### config.mk
export PLATFORM = sky130hd
export DESIGN_NAME = slot_credit_ctrl
export DESIGN_NICKNAME = d
export VERILOG_FILES = /design/src/rtl/slot_pkg.sv /design/src/rtl/bin2bcd_seq.sv /design/src/rtl/slot_credit_ctrl.sv
export SDC_FILE = /design/constraint.sdc
export NUM_CORES = 1
export LEC_CHECK = 0
export BUFFER_PORTS_ARGS = -buffer_cell sky130_fd_sc_hd__buf_2
export CAP_MARGIN = 5
export CORE_MARGIN = 2
export CORE_UTILIZATION = 50
export CTS_CLUSTER_SIZE = 16
export DETAILED_ROUTE_END_ITERATION = 10
export PLACE_DENSITY_LB_ADDON = 0.08
export SLEW_MARGIN = 10
export SYNTH_ARGS = -nofsm -noshare
export SYNTH_HDL_FRONTEND = slang
export SYNTH_SLANG_ARGS = --single-unit
### constraint.sdc
create_clock -name clk -period 5.1 [get_ports clk]
set_input_delay 0 -clock clk [delete_from_list [all_inputs] [get_ports clk]]
set_output_delay 0 -clock clk [all_outputs]
set_load 0.01 [all_outputs]
### src/rtl/slot_pkg.sv
// Shared types and constants for the slot machine credit/payout path.
// Latency: n/a (package only).
// Backpressure: n/a (package only).
package slot_pkg;

  localparam int BET_W  = 4;
  localparam int REEL_W = 10;
  localparam int BCD_W  = 12;
  localparam int DD_W   = BCD_W + REEL_W;
  localparam int MULT_W = 6;

  localparam logic [MULT_W-1:0] MULT_JACKPOT = 6'd50;
  localparam logic [MULT_W-1:0] MULT_TRIPLE  = 6'd10;
  localparam logic [MULT_W-1:0] MULT_WIN     = 6'd2;

  typedef enum logic [2:0] {
    IDLE     = 3'd0,
    WAIT_RES = 3'd1,
    CONVERT  = 3'd2,
    PAYOUT   = 3'd3,
    CASHOUT  = 3'd4
  } credit_state_t;

  // One double-dabble iteration: add 3 to every BCD digit >= 5, then shift left.
  // The hundreds-digit carry falls off the top, so values above 999 keep
  // only their low three decimal digits.
  function automatic logic [DD_W-1:0] dd_step(input logic [DD_W-1:0] s);
    logic [DD_W-1:0] t;
    t = s;
    for (int d = 0; d < 3; d++) begin
      if (t[REEL_W + 4*d +: 4] >= 4'd5) begin
        t[REEL_W + 4*d +: 4] = t[REEL_W + 4*d +: 4] + 4'd3;
      end
    end
    return {t[DD_W-2:0], 1'b0};
  endfunction

endpackage

### src/rtl/bin2bcd_seq.sv
// Sequential 10-bit binary to 3-digit BCD converter (double-dabble).
// Latency: go sampled at edge 0 loads and shifts once; o_done pulses after the 10th shift.
// Backpressure: none; a new go restarts the conversion, digits hold until then.
module bin2bcd_seq
  import slot_pkg::*;
(
  input  logic              clk,
  input  logic              rst,
  input  logic              i_go,
  input  logic [REEL_W-1:0] i_bin,
  output logic              o_done,
  output logic [BCD_W-1:0]  o_bcd
);

  logic [DD_W-1:0] r_sh;
  logic [3:0]      r_cnt;
  logic            r_done;

  // Load with the first shift folded in, then one shift per cycle for the rest
  always_ff @(posedge clk or negedge rst) begin
    if (!rst) begin
      r_sh   <= '0;
      r_cnt  <= '0;
      r_done <= 1'b0;
    end else begin
      r_done <= 1'b0;
      if (i_go) begin
        r_sh  <= dd_step({{BCD_W{1'b0}}, i_bin});
        r_cnt <= 4'(REEL_W - 1);
      end else if (r_cnt != 4'd0) begin
        r_sh   <= dd_step(r_sh);
        r_cnt  <= r_cnt - 4'd1;
        r_done <= (r_cnt == 4'd1);
      end
    end
  end

  assign o_done = r_done;
  assign o_bcd  = r_sh[DD_W-1 -: BCD_W];

endmodule

### src/rtl/slot_credit_ctrl.sv
// Credit/payout controller: debits bets, starts spins, pays wins, drains cash-out via hopper.
// Latency: start/reject 1 cycle after spin_req; win credited 12 cycles after res_valid.
// Backpressure: spins refused (reject) when busy-free checks fail; hopper paces cash-out by ack.
module slot_credit_ctrl
  import slot_pkg::*;
#(
  parameter int CREDIT_W    = 12,
  parameter int JACKPOT_VAL = 777
) (
  input  logic                clk,
  input  logic                rst,
  input  logic                coin_in,
  input  logic                spin_req,
  input  logic                cash_req,
  input  logic [BET_W-1:0]    bet,
  input  logic                res_valid,
  input  logic                won,
  input  logic [REEL_W-1:0]   out,
  input  logic                hopper_ack,
  output logic                start,
  output logic                reject,
  output logic [CREDIT_W-1:0] credit,
  output logic [CREDIT_W-1:0] last_win,
  output logic                busy,
  output logic                hopper_req
);

  localparam int PROD_W = BET_W + MULT_W;
  localparam int SUM_W  = ((CREDIT_W > PROD_W) ? CREDIT_W : PROD_W) + 2;
  localparam logic [SUM_W-1:0] C_MAX = {{(SUM_W-CREDIT_W){1'b0}}, {CREDIT_W{1'b1}}};

  credit_state_t        r_state;
  credit_state_t        w_state_nxt;
  logic [CREDIT_W-1:0]  r_credit;
  logic [CREDIT_W-1:0]  r_last_win;
  logic                 r_start;
  logic                 r_reject;
  logic                 r_busy;
  logic                 r_hopper;
  logic [BET_W-1:0]     r_bet;
  logic                 r_jackpot;

  logic [CREDIT_W-1:0]  w_credit_nxt;
  logic [CREDIT_W-1:0]  w_last_win_nxt;
  logic                 w_start_nxt;
  logic                 w_reject_nxt;
  logic                 w_go;
  logic                 w_bcd_done;
  logic [BCD_W-1:0]     w_bcd;
  logic                 w_triple;
  logic [MULT_W-1:0]    w_mult;
  logic [SUM_W-1:0]     w_credit_ext;
  logic [SUM_W-1:0]     w_coin_sum;
  logic [SUM_W-1:0]     w_prod;
  logic [SUM_W-1:0]     w_pay_sum;
  logic [CREDIT_W-1:0]  w_credit_coin;
  logic [CREDIT_W-1:0]  w_credit_debit;
  logic [CREDIT_W-1:0]  w_credit_ack;
  logic [CREDIT_W-1:0]  w_win;
  logic [CREDIT_W-1:0]  w_pay_credit;
  logic                 w_spin_ok;

  bin2bcd_seq u_bcd (
    .clk    (clk),
    .rst    (rst),
    .i_go   (w_go),
    .i_bin  (out),
    .o_done (w_bcd_done),
    .o_bcd  (w_bcd)
  );

  // Saturating arithmetic, all done in a width that cannot wrap
  assign w_credit_ext   = SUM_W'(r_credit);
  assign w_coin_sum     = w_credit_ext + SUM_W'(coin_in);
  assign w_credit_coin  = (w_coin_sum > C_MAX) ? C_MAX[CREDIT_W-1:0] : w_coin_sum[CREDIT_W-1:0];
  assign w_spin_ok      = (bet != '0) && (w_credit_ext >= SUM_W'(bet));
  // bet >= 1 here, so adding a coin after the debit cannot exceed the maximum
  assign w_credit_debit = r_credit - CREDIT_W'(bet) + CREDIT_W'(coin_in);
  // A coin landing with a hopper ack cancels it out
  assign w_credit_ack   = coin_in ? r_credit : (r_credit - CREDIT_W'(1));

  assign w_triple = (w_bcd[11:8] == w_bcd[7:4]) && (w_bcd[7:4] == w_bcd[3:0]);
  assign w_mult   = r_jackpot ? MULT_JACKPOT : (w_triple ? MULT_TRIPLE : MULT_WIN);
  assign w_prod   = SUM_W'(r_bet) * SUM_W'(w_mult);
  assign w_win    = (w_prod > C_MAX) ? C_MAX[CREDIT_W-1:0] : w_prod[CREDIT_W-1:0];
  assign w_pay_sum    = w_credit_ext + SUM_W'(w_win) + SUM_W'(coin_in);
  assign w_pay_credit = (w_pay_sum > C_MAX) ? C_MAX[CREDIT_W-1:0] : w_pay_sum[CREDIT_W-1:0];

  // Next state and next register values; coin credit is the default in every state
  always_comb begin
    w_state_nxt    = r_state;
    w_credit_nxt   = w_credit_coin;
    w_last_win_nxt = r_last_win;
    w_start_nxt    = 1'b0;
    w_reject_nxt   = 1'b0;
    w_go           = 1'b0;
    unique case (r_state)
      IDLE: begin
        if (spin_req) begin
          if (w_spin_ok) begin
            w_credit_nxt = w_credit_debit;
            w_start_nxt  = 1'b1;
            w_state_nxt  = WAIT_RES;
          end else begin
            w_reject_nxt = 1'b1;
          end
        end else if (cash_req && (r_credit != '0)) begin
          w_state_nxt = CASHOUT;
        end
      end
      WAIT_RES: begin
        if (res_valid) begin
          if (won) begin
            w_go        = 1'b1;
            w_state_nxt = CONVERT;
          end else begin
            w_last_win_nxt = '0;
            w_state_nxt    = IDLE;
          end
        end
      end
      CONVERT: begin
        if (w_bcd_done) begin
          w_state_nxt = PAYOUT;
        end
      end
      PAYOUT: begin
        w_last_win_nxt = w_win;
        w_credit_nxt   = w_pay_credit;
        w_state_nxt    = IDLE;
      end
      CASHOUT: begin
        if (hopper_ack) begin
          w_credit_nxt = w_credit_ack;
          if (!coin_in && (r_credit == CREDIT_W'(1))) begin
            w_state_nxt = IDLE;
          end
        end
      end
      default: w_state_nxt = IDLE;
    endcase
  end

  // State register
  always_ff @(posedge clk or negedge rst) begin
    if (!rst) begin
      r_state <= IDLE;
    end else begin
      r_state <= w_state_nxt;
    end
  end

  // Registered outputs and the spin result captured for the payout
  always_ff @(posedge clk or negedge rst) begin
    if (!rst) begin
      r_credit   <= '0;
      r_last_win <= '0;
      r_start    <= 1'b0;
      r_reject   <= 1'b0;
      r_busy     <= 1'b0;
      r_hopper   <= 1'b0;
      r_bet      <= '0;
      r_jackpot  <= 1'b0;
    end else begin
      r_credit   <= w_credit_nxt;
      r_last_win <= w_last_win_nxt;
      r_start    <= w_start_nxt;
      r_reject   <= w_reject_nxt;
      r_busy     <= (w_state_nxt != IDLE);
      r_hopper   <= (w_state_nxt == CASHOUT);
      if (w_go) begin
        r_bet     <= bet;
        r_jackpot <= (out == REEL_W'(JACKPOT_VAL));
      end
    end
  end

  assign start      = r_start;
  assign reject     = r_reject;
  assign credit     = r_credit;
  assign last_win   = r_last_win;
  assign busy       = r_busy;
  assign hopper_req = r_hopper;

endmodule

==> run summary, run 1 <==
The flow ran to the end, and the final reports show no timing, DRC or antenna violations. The pin count of the biggest net entering global routing came out at 60. The first global-routing pass estimated 23,100 µm of wire. For hold timing, the worst endpoint is r_bet[1]$_DFFE_PN0P_.

The clock-pin slew on the worst setup and hold paths was 0.09 ns. The register bit count reported by yosys is 59, and the number of H-tree levels is 3. During synthesis, Yosys emitted a total of 0 warnings. The highest routing layer actually used is met4. The launch instance of the worst register-to-register path was u_bcd.r_sh[15]$_DFFE_PN0P_. After the last flow step, the layout net total stands at 797. The critical path goes through inv_1 -> nor3_1 -> o22ai_1 -> nor3_2 -> and2_1 -> ha_1 -> fa_1 -> ha_1 -> a21o_1 -> a21oi_2 -> o21bai_1 -> a21oi_2 -> xnor2_2 -> ha_1 -> and2_1 -> a31o_2 -> mux2_2 -> o21ai_0 -> o211ai_1 -> a31oi_1 -> a31oi_1. The share of layout cells above drive strength 1 was 13.6%. Input and output buffers added on the ports amount to 46.

Across every metal layer, demand over resource in global routing totals 25.0%. The via count of the first global-routing pass is 4,943, and the number of buffers and inverters on the critical path is 1. Maximum buffer depth of the clock tree: 2.

On the critical path, the stage with the largest delay is an instance of sky130_fd_sc_hd__fa_1. The final worst-path cycle share is 95.1%. The die is 108 µm wide. Dividing the detail-routed via count by the number of cells gives 5.77.

The worst setup path is of the reg -> reg kind. The die covers 0.0117 mm². For this design the ratio of total power to cell area is 396 mW/mm².

The final layout contains routed wiring with a total length of 13,900 µm. The minimum period implied by the final worst setup slack came out at 4.85 ns. The startpoint of the worst hold path is bet[1]. The worst setup path is launched from a flip-flop. At the pin with the least slew margin, the transition time is 1.04 ns.

For this design the static power due to leakage is 2.96 nW. The initial antenna violation count is 0, and the total via count after detailed routing is 4,849. Across the run, the number of max-cap violations was 0. The total area inside the core boundary comes to 0.0104 mm².

The total routed wire length on the met1 layer was 6060 µm. Once detail routing completed, the nets flagged for antenna violations numbered 0. The run gives 52.0% as the initial core utilization. Derived from the worst setup path, the maximum achievable clock frequency is 206 MHz. The worst setup path is captured at a flip-flop. The endpoint identified for the worst register-to-register timing path is credit[4]$_DFFE_PN0P_.

The hold path depth is 3, and the average size of a mapped cell is 8.36 µm². In this run, flip-flops and latches consume 29.8% of the power. At the end of routability-driven placement, the weighted congestion stood at 0.870. Largest driver fanout on the critical path: 5. In this design, the stage delay of the slowest critical-path cell is 0.51 ns. The logs give 5.06 ns for the critical path data arrival time and 74 for the distinct cell type count after synthesis.

The most numerous cell in the Yosys netlist was sky130_fd_sc_hd__nand2_1. For the insertion delay of the later-clocked pin in the worst-skew pair, the log shows 0.35 ns. By area the synthesized netlist is led by sky130_fd_sc_hd__dfrtp_1 27%, sky130_fd_sc_hd__ha_1 16%, sky130_fd_sc_hd__nand2_1 5.2%. From synthesis to final layout, the design area changed by 13.8%.

The logs give 0 for the total DRC errors in the routed layout and 27.3% for the sequential cell area fraction in the yosys report. Summing every instance area after synthesis gives 0.00542 mm². The wire length on met3 was 587 µm; the number of cell instances on the worst register-to-register path was 21.

The tools report the required time of the worst setup path as 5.31 ns. The total clock sinks is 59, and the chip height is 108 µm. The length of routed met2 wiring was 6820 µm. The internal portion of the total power is 1.40 mW.

The max-slew violation total from the final report was 0; the maximum ir drop on the vdd rail was 0.255 mV. For this run, asynchronously set or reset flops after synthesis account for 100%. Pin placement for this block handled 50 I/O pins. The proportion of total power due to net switching was 42.6%; the relative slew slack was 30.4%.

The part of the power in combinational logic came out at 47.5%. TritonCTS built the clock tree. The tools report the final HPWL from detailed placement as 10,500 µm. The cell count after synthesis came out at 648. The cell sitting at the root of the clock tree is a sky130_fd_sc_hd__clkbuf_8. The top cell type by total area after synthesis is sky130_fd_sc_hd__dfrtp_1. For the remaining global-route overflow, the log shows 0. Cell repeated most along the worst path: sky130_fd_sc_hd__ha_1.

For the DRC violation total after the first TritonRoute iteration, the log shows 230. The standard-cell row count was 37; the number of iterations in the first detailed-routing pass was 4. After synthesis, the most frequently instantiated cells are 75 x sky130_fd_sc_hd__nand2_1, 69 x sky130_fd_sc_hd__ha_1, 59 x sky130_fd_sc_hd__dfrtp_1, 51 x sky130_fd_sc_hd__inv_1, 49 x sky130_fd_sc_hd__nor2_1. The maximum clock skew at final layout was 0.0163 ns.

The setup slack after placement is 0.108 ns. Per report_power, the clock group accounts for 22.7% of the total. The number of setup violations in the final report is 0. For flop-to-flop paths, the worst setup slack is 0.25 ns. The area fraction of the dominant cell type after synthesis is 27.3%, and the setup slack of the critical path after layout is 0.251 ns.

Net switching power: 1.04 mW. On the critical path the largest part of the delay comes from compound AO/OA/AOI/OAI gates. The average detailed-routed wire length per instance works out to 16.6 µm.

The min-delay analysis places its worst path in the category in -> reg. For this run, the leading register cell type out of synthesis is sky130_fd_sc_hd__dfrtp_1. The tools report the number of buffers created by CTS as 9. Setup repair after global routing could not meet its margin everywhere.

Yosys mapped a number of flops with a built-in enable equal to 0. Number of inserted diodes: 0. The logs give 0 for the count of endpoints failing hold in the final timing report and 59.2% for the final core utilization.
## placed cells by master, fill, tap and decap left out, types with 5 or more instances in the layout
| master | synthesis | routed |
|---|---|---|
| sky130_fd_sc_hd__nand2_1 | 75 | 75 |
| sky130_fd_sc_hd__and3_1 | 9 | 9 |
| sky130_fd_sc_hd__a211oi_1 | 10 | 10 |
| sky130_fd_sc_hd__nor3_1 | 13 | 12 |
| sky130_fd_sc_hd__and2_1 | 8 | 8 |
| sky130_fd_sc_hd__buf_2 | 3 | 46 |
| sky130_fd_sc_hd__dlygate4sd3_1 | 0 | 14 |
| sky130_fd_sc_hd__xnor2_1 | 30 | 28 |
| sky130_fd_sc_hd__o21a_1 | 5 | 5 |
| sky130_fd_sc_hd__nor2b_1 | 5 | 5 |
| sky130_fd_sc_hd__xor2_1 | 8 | 8 |
| sky130_fd_sc_hd__o21ai_1 | 6 | 6 |
| sky130_fd_sc_hd__a31oi_1 | 18 | 18 |
| sky130_fd_sc_hd__or2_2 | 7 | 7 |
| sky130_fd_sc_hd__clkbuf_8 | 0 | 10 |
| sky130_fd_sc_hd__inv_1 | 51 | 51 |
| sky130_fd_sc_hd__nand2b_1 | 10 | 10 |
| sky130_fd_sc_hd__o21ai_0 | 44 | 43 |
| sky130_fd_sc_hd__dfrtp_1 | 59 | 57 |
| sky130_fd_sc_hd__ha_1 | 69 | 69 |
| sky130_fd_sc_hd__nand3_1 | 16 | 16 |
| sky130_fd_sc_hd__fa_1 | 6 | 6 |
| sky130_fd_sc_hd__nor2_1 | 49 | 49 |
| sky130_fd_sc_hd__a21o_1 | 10 | 10 |
| sky130_fd_sc_hd__a21oi_1 | 38 | 36 |
| sky130_fd_sc_hd__a22o_1 | 8 | 8 |
## stage by stage
| stage | setup TNS, ns | cells | area (µm²) | hold slack [ns] | total power, mW |
|---|---|---|---|---|---|
| 2_1_floorplan | 0 | 650 | 5420 | -0.296 | 1.58 |
| 3_3_place_gp | 0 | 811 | 5710 | 0.208 | 1.84 |
| 3_5_place_dp | 0 | 811 | 5710 | 0.216 | 1.87 |
| 4_1_cts | 0 | 841 | 6100 | 0.0134 | 2.44 |
| 5_1_grt | -0.0206 | 841 | 6160 | 0.0242 | 2.64 |
| 6_report | 0 | 841 | 6160 | 0.0151 | 2.44 |
## what timing repair did
item | CTS | global route
endpoints found under the setup margin | 0 | 11
buffers inserted | 0 | 0
hold buffers | 14 | 0
resized for setup | 0 | 12
endpoints found under the hold margin | 73 | 0
## registers in the layout (all words and copies together), names as in the netlist, 3 cells and up
signal	cells
credit	12
u_bcd.r_cnt	4
r_state	3
last_win	9
u_bcd.r_sh	21
r_bet	4
## kinds of logic after synthesis
group	after synthesis	share of synthesized area [%]
buffers and inverters	74	5.75
AND/OR/NAND/NOR	212	19.0
AO/OA/AOI/OAI	185	22.8
XOR/XNOR	38	6.15
flip-flops	59	27.3
other	1	0.0692
multiplexers	4	0.855
adder cells (fa/ha/maj)	75	18.2
## area by class of cell
cell class | count | area (µm²)
Clock buffer | 10 | 138
Clock inverter | 6 | 113
Fill cell | 953 | 4250
Inverter | 52 | 195
Multi-Input combinational cell | 517 | 3690
Sequential cell | 59 | 1480
Tap cell | 136 | 170
Timing Repair Buffer | 61 | 378
## per-layer routing
metal	vias to the layer above	global-route usage, %
met1	2309	30.7
met2	117	43.8
met5	-	0
met3	35	3.50
met4	0	10.7
li1	2388	-
## worst min-delay path, delay by kind of cell
kind | cells | cell delay (ns)
buffers and inverters | 2 | 0.23
AOI/OAI and AO/OA | 1 | 0.10
## power groups by stage
| stage | registers, mW | clock network (mW) | logic [mW] |
|---|---|---|---|
| floorplan | 0.689 | 0 | 0.892 |
| global placement | 0.728 | 0 | 1.11 |
| detailed placement | 0.734 | 0 | 1.13 |
| CTS | 0.724 | 0.564 | 1.15 |
| global route | 0.745 | 0.585 | 1.31 |
| finish | 0.727 | 0.555 | 1.16 |
## worst max-delay path by stage
stage | from | endpoint | slack, ns | depth (start not counted)
floorplan | u_bcd.r_sh[10]$_DFFE_PN0P_ | credit[7]$_DFFE_PN0P_ | 0.65 | 19
global placement | u_bcd.r_sh[10]$_DFFE_PN0P_ | credit[4]$_DFFE_PN0P_ | 0.28 | 21
detailed placement | u_bcd.r_sh[10]$_DFFE_PN0P_ | credit[9]$_DFFE_PN0P_ | 0.11 | 20
CTS | u_bcd.r_sh[10]$_DFFE_PN0P_ | credit[4]$_DFFE_PN0P_ | 0.07 | 21
global route | u_bcd.r_sh[15]$_DFFE_PN0P_ | credit[9]$_DFFE_PN0P_ | -0.02 | 20
finish | u_bcd.r_sh[15]$_DFFE_PN0P_ | credit[4]$_DFFE_PN0P_ | 0.25 | 21
Power figures use the tool's default switching activity.
==> run 2, diff against run 1 <==
Settings changed: CORE_ASPECT_RATIO set to 1.1.
==> run summary, run 2 (synthesized netlist as in run 1, its figures left out) <==
Largest driver fanout on the critical path: 6. The tool flagged a number of max-cap violations equal to 0. The floorplan step defined a core boundary enclosing 0.0105 mm². STA classifies the critical path endpoint as a flip-flop.

The post-route netlist has 13.8% of its cells at a drive strength greater than 1. The path class of the tightest hold or removal check is in -> reg. The clock passes through at most 2 buffers. Counting flops per register, the top entry is u_bcd.r_sh. The power density over the cells is 405 mW/mm², and the initial antenna violation count is 0.

Summed over all nets, wire length on met2 after detailed routing comes to 7100 µm. Power consumption: 2.53 mW. The critical path data arrival time was 5.04 ns.

The remaining global-route overflow is 0, and the synthesis-to-finish area growth is 15.5%. The floorplan has 39 rows. The slew at the pin closest to its max-slew limit works out to 1.19 ns.

The final critical path takes up 94.8% of the cycle. The final core utilization is 59.6%. After detailed routing, the number of remaining DRC violations is 0.

Routed via count divided by cell count: 5.84. The average detailed-routed wire length per instance came out at 17.0 µm. Port buffering added 46 buffers.

The run gives 51.6% as the initial core utilization. The die is 103 µm wide. The type of the setup path with the least slack is reg -> reg.

In the global route stage, overall resource usage came out at 25.5%. TritonCTS built the clock tree. Number of buffers created by CTS: 9. The wire length of the first global-routing pass was 23,500 µm; the total routed wire length on the met1 layer was 6390 µm. The logs give 3 for the number of H-tree levels and 0 ns for the total negative slack for setup checks.

Clock-pin slew was measured on the worst setup and hold paths at 0.06 ns. The pin count of the biggest net entering global routing is 60. For the number of inserted diodes, the log shows 0.

Once detail routing completed, the nets flagged for antenna violations numbered 0. The via count of the first global-routing pass is 4,871, and the number of setup violations in the final report is 0. The logs give 802 for the final-stage net count and 0 for the max-slew violation total from the final report. For the maximum ir drop on the vdd rail, the log shows 0.260 mV. Timing would allow up to 207 MHz.

The weighted congestion at the end of routability-driven global placement came out at 0.944. In the post-route analysis, the smallest setup slack over all paths is 0.264 ns. The tools report the relative slew slack as 20.4%. The final HPWL from detailed placement came out at 10,600 µm.

The die is 113 µm tall. The critical path launch point type was a flip-flop. The required time of the worst setup path came out at 5.30 ns. Setup repair after global routing could not meet its margin everywhere. The maximum clock skew at final layout is 0.00940 ns. The static leakage is 3.02 nW. The count of filler cells inserted in the layout came out at 929. The die covers 0.0117 mm². The tools report the total via count after detailed routing as 4,984. During I/O placement, the number of pins put on the boundary was 50. The library cells used most frequently in the layout, excluding fill and tap cells, are 75 x sky130_fd_sc_hd__nand2_1, 69 x sky130_fd_sc_hd__ha_1, 57 x sky130_fd_sc_hd__dfrtp_1, 51 x sky130_fd_sc_hd__inv_1, 49 x sky130_fd_sc_hd__nor2_1. After the first detailed-routing iteration, the DRC count stood at 346. The tools report the count of endpoints failing hold in the final timing report as 0. The highest layer touched by signal routing is met4.

The flip-flop count of the largest register, all copies and words added is 21, and the wire length on met3 is 535 µm. The flow ran to the end, and the final reports show no timing, DRC or antenna violations. Minimum period implied by the final worst setup slack: 4.84 ns. For this block, the routed nets add up to 14,500 µm of wire. The most frequent standard cell in the layout excluding fill and tap cells was sky130_fd_sc_hd__nand2_1. Total clock sinks: 59.

The insertion delay of the later-clocked pin in the worst-skew pair was 0.33 ns. Prior to clock tree synthesis, the placed netlist has a worst setup slack of 0.0722 ns. Before antenna repair, the detailed router went through 5 iterations.

In this run the clock root is driven by a sky130_fd_sc_hd__clkbuf_16.
==> run 2: cell count changes in the layout (fill, tap and decap cells not counted), moves of 2 or more <==
| cell | before | now |
|---|---|---|
| sky130_fd_sc_hd__buf_4 | 1 | 7 |
| sky130_fd_sc_hd__bufinv_16 | 3 | 1 |
| sky130_fd_sc_hd__clkbuf_1 | 0 | 4 |
| sky130_fd_sc_hd__clkbuf_8 | 10 | 1 |
| sky130_fd_sc_hd__clkbuf_16 | 0 | 9 |
| sky130_fd_sc_hd__clkinv_4 | 2 | 0 |
==> run 2: area by class of cell <==
type	instances	area, µm²	share of cell area (%)
Clock buffer	14	254	4.06
Timing Repair Buffer	66	413	6.60
Sequential cell	59	1480	23.6
Tap cell	143	179	2.86
Clock inverter	2	35.0	0.560
Inverter	52	195	3.12
Multi-Input combinational cell	517	3700	59.2
==> run 2: worst max-delay path, cell delays in order, from the launching register on <==
cell	delay (ns)
sky130_fd_sc_hd__dfrtp_1	0.40
sky130_fd_sc_hd__inv_1	0.11
sky130_fd_sc_hd__nor3_2	0.19
sky130_fd_sc_hd__o22ai_1	0.13
sky130_fd_sc_hd__nor3_2	0.24
sky130_fd_sc_hd__buf_4	0.15
sky130_fd_sc_hd__nand2_1	0.07
sky130_fd_sc_hd__fa_1	0.53
sky130_fd_sc_hd__inv_1	0.05
sky130_fd_sc_hd__ha_1	0.29
sky130_fd_sc_hd__ha_1	0.35
sky130_fd_sc_hd__a21oi_2	0.18
sky130_fd_sc_hd__o21bai_1	0.10
sky130_fd_sc_hd__a21oi_2	0.18
sky130_fd_sc_hd__xnor2_2	0.16
sky130_fd_sc_hd__ha_1	0.30
sky130_fd_sc_hd__a21o_1	0.21
sky130_fd_sc_hd__a311oi_4	0.35
sky130_fd_sc_hd__o22ai_4	0.16
sky130_fd_sc_hd__o21a_1	0.24
sky130_fd_sc_hd__a221oi_1	0.24
sky130_fd_sc_hd__a211oi_1	0.12
==> run 2: worst paths after layout <==
check	endpoint	startpoint	depth (start not counted)	slack (ns)
setup / recovery	credit[9]$_DFFE_PN0P_	u_bcd.r_sh[15]$_DFFE_PN0P_	21	0.26
hold / removal	r_jackpot$_DFFE_PN0P_	out[9]	3	0.01
setup reg to reg	credit[9]$_DFFE_PN0P_	u_bcd.r_sh[15]$_DFFE_PN0P_	21	0.26
hold reg to reg	last_win[5]$_DFFE_PN0P_	last_win[5]$_DFFE_PN0P_	2	0.48
max in group asynchronous	u_bcd.r_sh[10]$_DFFE_PN0P_	rst	3	4.15
min in group asynchronous	start$_DFF_PN0_	rst	3	0.34
==> run 2: what timing repair did <==
| action | 4_1_cts | 5_1_grt |
|---|---|---|
| hold endpoints to repair | 71 | 0 |
| buffers inserted | 0 | 6 |
| resized for setup | 0 | 16 |
| hold buffers | 13 | 0 |
| setup endpoints to repair | 0 | 11 |
==> run 2: per-stage QoR <==
stage	hold slack, ns	cell area (µm²)	cells
after floorplan	-0.296	5420	650
after global placement	0.218	5720	818
after detailed placement	0.217	5720	818
after CTS	0.0117	6140	847
after global routing	0.0323	6260	853
final	0.00954	6260	853
==> run 2: layer usage <==
metal / track usage, % / vias to the layer above
met5: 0 / -
met1: 32.6 / 2407
li1: - / 2393
met3: 2.47 / 36
met4: 10.4 / 0
met2: 43.9 / 148
==> run 2: power breakdown <==
| group | total (mW) | switching (mW) | internal [mW] |
|---|---|---|---|
| Sequential | 0.732 | 0.169 | 0.563 |
| Combinational | 1.19 | 0.674 | 0.514 |
| Clock | 0.614 | 0.222 | 0.392 |
| Total | 2.53 | 1.07 | 1.47 |
==> run 3, diff against run 2 <==
Settings changed: MAX_ROUTING_LAYER set to met4.
Clock period 5.1 ns to 5.6 ns, I/O delays scaled along.
==> run summary, run 3 (synthesized netlist as in run 1, its figures left out) <==
After global routing the overflow that remains totals 0. The register with the most flip-flops in the final layout is u_bcd.r_sh. The chip height is 113 µm, and the net switching power is 0.942 mW. The count of endpoints failing hold in the final timing report was 0. The share of total power dissipated in combinational logic is 46.2%. The synthesis-to-finish area growth is 13.4%. For the total via count after detailed routing, the log shows 4,882. The number of buffers and inverters on the critical path came out at 1. Buffers added to address setup during post-CTS repair amount to 0. For the initial antenna violation count, the log shows 0.

At the pin with the least slew margin, the transition time is 1.12 ns. The logs give 23,000 µm for the wire length of the first global-routing pass and 0 for the number of nets with antenna violations after detailed routing. Entering global routing, the biggest net connects 60 pins. The share of total power dissipated in the clock network is 24.5%. The final worst-path cycle share was 89.3%.

The path with the worst hold slack has its endpoint at r_state[0]$_DFF_PN0_. For this run, the post-layout net count is 795. The worst setup path is launched from a flip-flop.

The startpoint identified for the worst register-to-register timing path is u_bcd.r_sh[10]$_DFFE_PN0P_. On the critical path, the stage with the largest delay is an instance of sky130_fd_sc_hd__fa_1. Clock-pin slew was measured on the worst setup and hold paths at 0.05 ns. For the DRC violation total after the first TritonRoute iteration, the log shows 238. The tree is rooted in a sky130_fd_sc_hd__clkbuf_16. In this run the deepest clock path goes through 2 buffers. The total clock sinks is 59, and the total of buffers placed on input and output ports is 46. The met1 capacity usage during global routing was 31.4%. The maximum ir drop on the vdd rail is 0.292 mV, and the proportion of total power due to net switching is 41.4%.

The internal power was 1.33 mW. The via count of the first global-routing pass was 4,823; the power density over the cells was 370 mW/mm². STA puts the critical path data arrival time at 5.20 ns. Of the cells placed in the final design, the portion with a size suffix greater than 1 is 12.0%. Cell repeated most along the worst path: sky130_fd_sc_hd__ha_1. The run gives 42.4% as the global-route met2 utilization.

The weighted congestion at the end of routability-driven global placement is 0.958. For the setup slack of the critical path after layout, the log shows 0.599 ns. Measured against its own limit, the worst slew margin works out to 24.8%.

Max-cap violation count: 0. The library cells used most frequently in the layout, excluding fill and tap cells, are 75 x sky130_fd_sc_hd__nand2_1, 69 x sky130_fd_sc_hd__ha_1, 59 x sky130_fd_sc_hd__dfrtp_1, 51 x sky130_fd_sc_hd__inv_1, 49 x sky130_fd_sc_hd__nor2_1. 0 antenna diodes ended up in the layout. The flow ran to the end, and the final reports show no timing, DRC or antenna violations. The worst register-to-register path ends at credit[9]$_DFFE_PN0P_.

The max-slew violation total from the final report is 0. Registers are responsible for 29.3% of the overall power. The worst setup path is captured at a flip-flop.

Along the worst path, the maximum fanout reaches 10. Before antenna repair, the detailed router went through 5 iterations. The path class of the tightest hold or removal check is in -> reg.

The tools report the setup slack after placement as 0.659 ns. Subtracting the final worst setup slack from the clock period gives 5.00 ns. Detailed placement ended at an HPWL of 10,500 µm. Setup slack on the worst reg-to-reg path comes out at 0.60 ns.

The die covers 0.0117 mm². After detailed routing, the total wire length is 14,100 µm. Summed over all cells, the static leakage comes to 2.95 nW. 50 I/O pins were placed.

For the final routed database, the setup TNS stands at 0 ns. Dividing the detail-routed via count by the number of cells gives 5.78. The power consumption is 2.27 mW. Based on the critical path, the design can be clocked at up to 200 MHz. The most frequent standard cell in the layout excluding fill and tap cells is sky130_fd_sc_hd__nand2_1. TritonCTS built the clock tree. The floorplan step defined a core boundary enclosing 0.0105 mm².

Setup violations remaining at the end of the flow were counted as 0. Global routing used 3.21% of the available met3 tracks. Walking the worst path, the cells encountered are inv_1 -> nor3_1 -> o22ai_1 -> nor3_1 -> and2_1 -> ha_1 -> fa_1 -> ha_1 -> a21o_1 -> a21oi_1 -> o21bai_1 -> a21oi_1 -> xnor2_1 -> ha_1 -> a21o_1 -> a311oi_2 -> o22ai_2 -> o21a_1 -> a221oi_1 -> a211oi_1. For the worst flop-to-flop path, the logic depth is 20. The required time of the worst setup path is 5.80 ns, and the hold path depth is 3. In the final routed layout, each cell accounts on average for 16.7 µm. The startpoint identified for the worst hold timing path is res_valid.

For this run, the total global-route usage over all layers was measured as 25.8%. For the worst-skew pair, the clock arrives at the later sink with an insertion delay of 0.33 ns. The type of the setup path with the least slack was reg -> reg. In this run the horizontal extent of the chip is 103 µm. Most used routing layer: met2. CTS built an H-tree with a depth of 3.

The cell family contributing the most delay on the critical path is compound AO/OA/AOI/OAI gates. Setup repair after global routing left no endpoint under its margin. The register with the most flip-flops in the layout has 21 of them. The initial utilization of the core area, before any placement, comes to 51.6%. For this run, design rule violations remaining after detail routing come to 0. The maximum clock skew at final layout is 0.00883 ns, and the delay of the slowest cell on the worst path is 0.50 ns. After floorplanning, the core was divided into 39 placement rows.

Number of buffers created by CTS: 9.
[run 3: cell count changes in the layout (fill, tap and decap cells not counted), moves of 2 or more]
cell                       before  now
sky130_fd_sc_hd__a21oi_1       36   38
sky130_fd_sc_hd__a21oi_2        2    0
sky130_fd_sc_hd__buf_4          7    1
sky130_fd_sc_hd__clkbuf_1       4    2
sky130_fd_sc_hd__dfrtp_1       57   59
sky130_fd_sc_hd__dfrtp_2        2    0
sky130_fd_sc_hd__nor3_1        11   13
sky130_fd_sc_hd__nor3_2         3    1
sky130_fd_sc_hd__o21ai_0       42   44
[run 3: layout make-up]
cell class / count / area [µm²]
inverters: 52 / 195
clock buffers: 13 / 260
repair buffers: 59 / 358
flip-flops and latches: 59 / 1480
fillers: 932 / 4350
multi-input cells: 517 / 3630
well taps: 143 / 179
clock inverters: 2 / 35.0
[run 3: through the flow]
step | hold WS (ns) | instance area, µm² | utilization [%] | cells
detailed placement | 0.223 | 5720 | 54.5 | 818
global placement | 0.210 | 5720 | 54.5 | 818
finish | 0.00297 | 6140 | 58.5 | 845
CTS | 0.00666 | 6140 | 58.5 | 845
floorplan | -0.296 | 5420 | - | 650
global route | 0.0253 | 6140 | 58.5 | 845
[run 3: how the worst max path moves through the flow]
stage,start,endpoint,slack (ns),cells past startpoint
floorplan,u_bcd.r_sh[10]$_DFFE_PN0P_,credit[7]$_DFFE_PN0P_,1.15,19
global placement,u_bcd.r_sh[10]$_DFFE_PN0P_,credit[9]$_DFFE_PN0P_,0.78,20
detailed placement,u_bcd.r_sh[10]$_DFFE_PN0P_,credit[9]$_DFFE_PN0P_,0.66,20
CTS,u_bcd.r_sh[10]$_DFFE_PN0P_,credit[9]$_DFFE_PN0P_,0.63,20
global route,u_bcd.r_sh[10]$_DFFE_PN0P_,credit[9]$_DFFE_PN0P_,0.07,20
finish,u_bcd.r_sh[10]$_DFFE_PN0P_,credit[9]$_DFFE_PN0P_,0.60,20
[run 3: worst min-delay path: stages]
cell and delay, ns:
sky130_fd_sc_hd__buf_2 0.10, sky130_fd_sc_hd__o22a_1 0.13, sky130_fd_sc_hd__nor2_1 0.05
[run 3: power by group through the flow]
stage | Sequential, mW | Clock [mW] | Combinational (mW)
finish | 0.666 | 0.557 | 1.05
global placement | 0.666 | 0 | 1.01
detailed placement | 0.671 | 0 | 1.03
global route | 0.681 | 0.584 | 1.18
CTS | 0.664 | 0.565 | 1.05
floorplan | 0.627 | 0 | 0.812
[run 3: timing repair]
item | in CTS | in global routing
hold buffers | 12 | 0
gates resized for setup | 0 | 0
hold endpoints to repair | 70 | 0
endpoints found under the setup margin | 0 | 0
[run 3: metal layers]
layer  wire, µm  share of wire, %  vias up
met4        429               3.0        0
met5          0                 0        -
met1       6270                44     2337
met3        475               3.4       39
li1           -                 -     2381
met2       6920                49      125
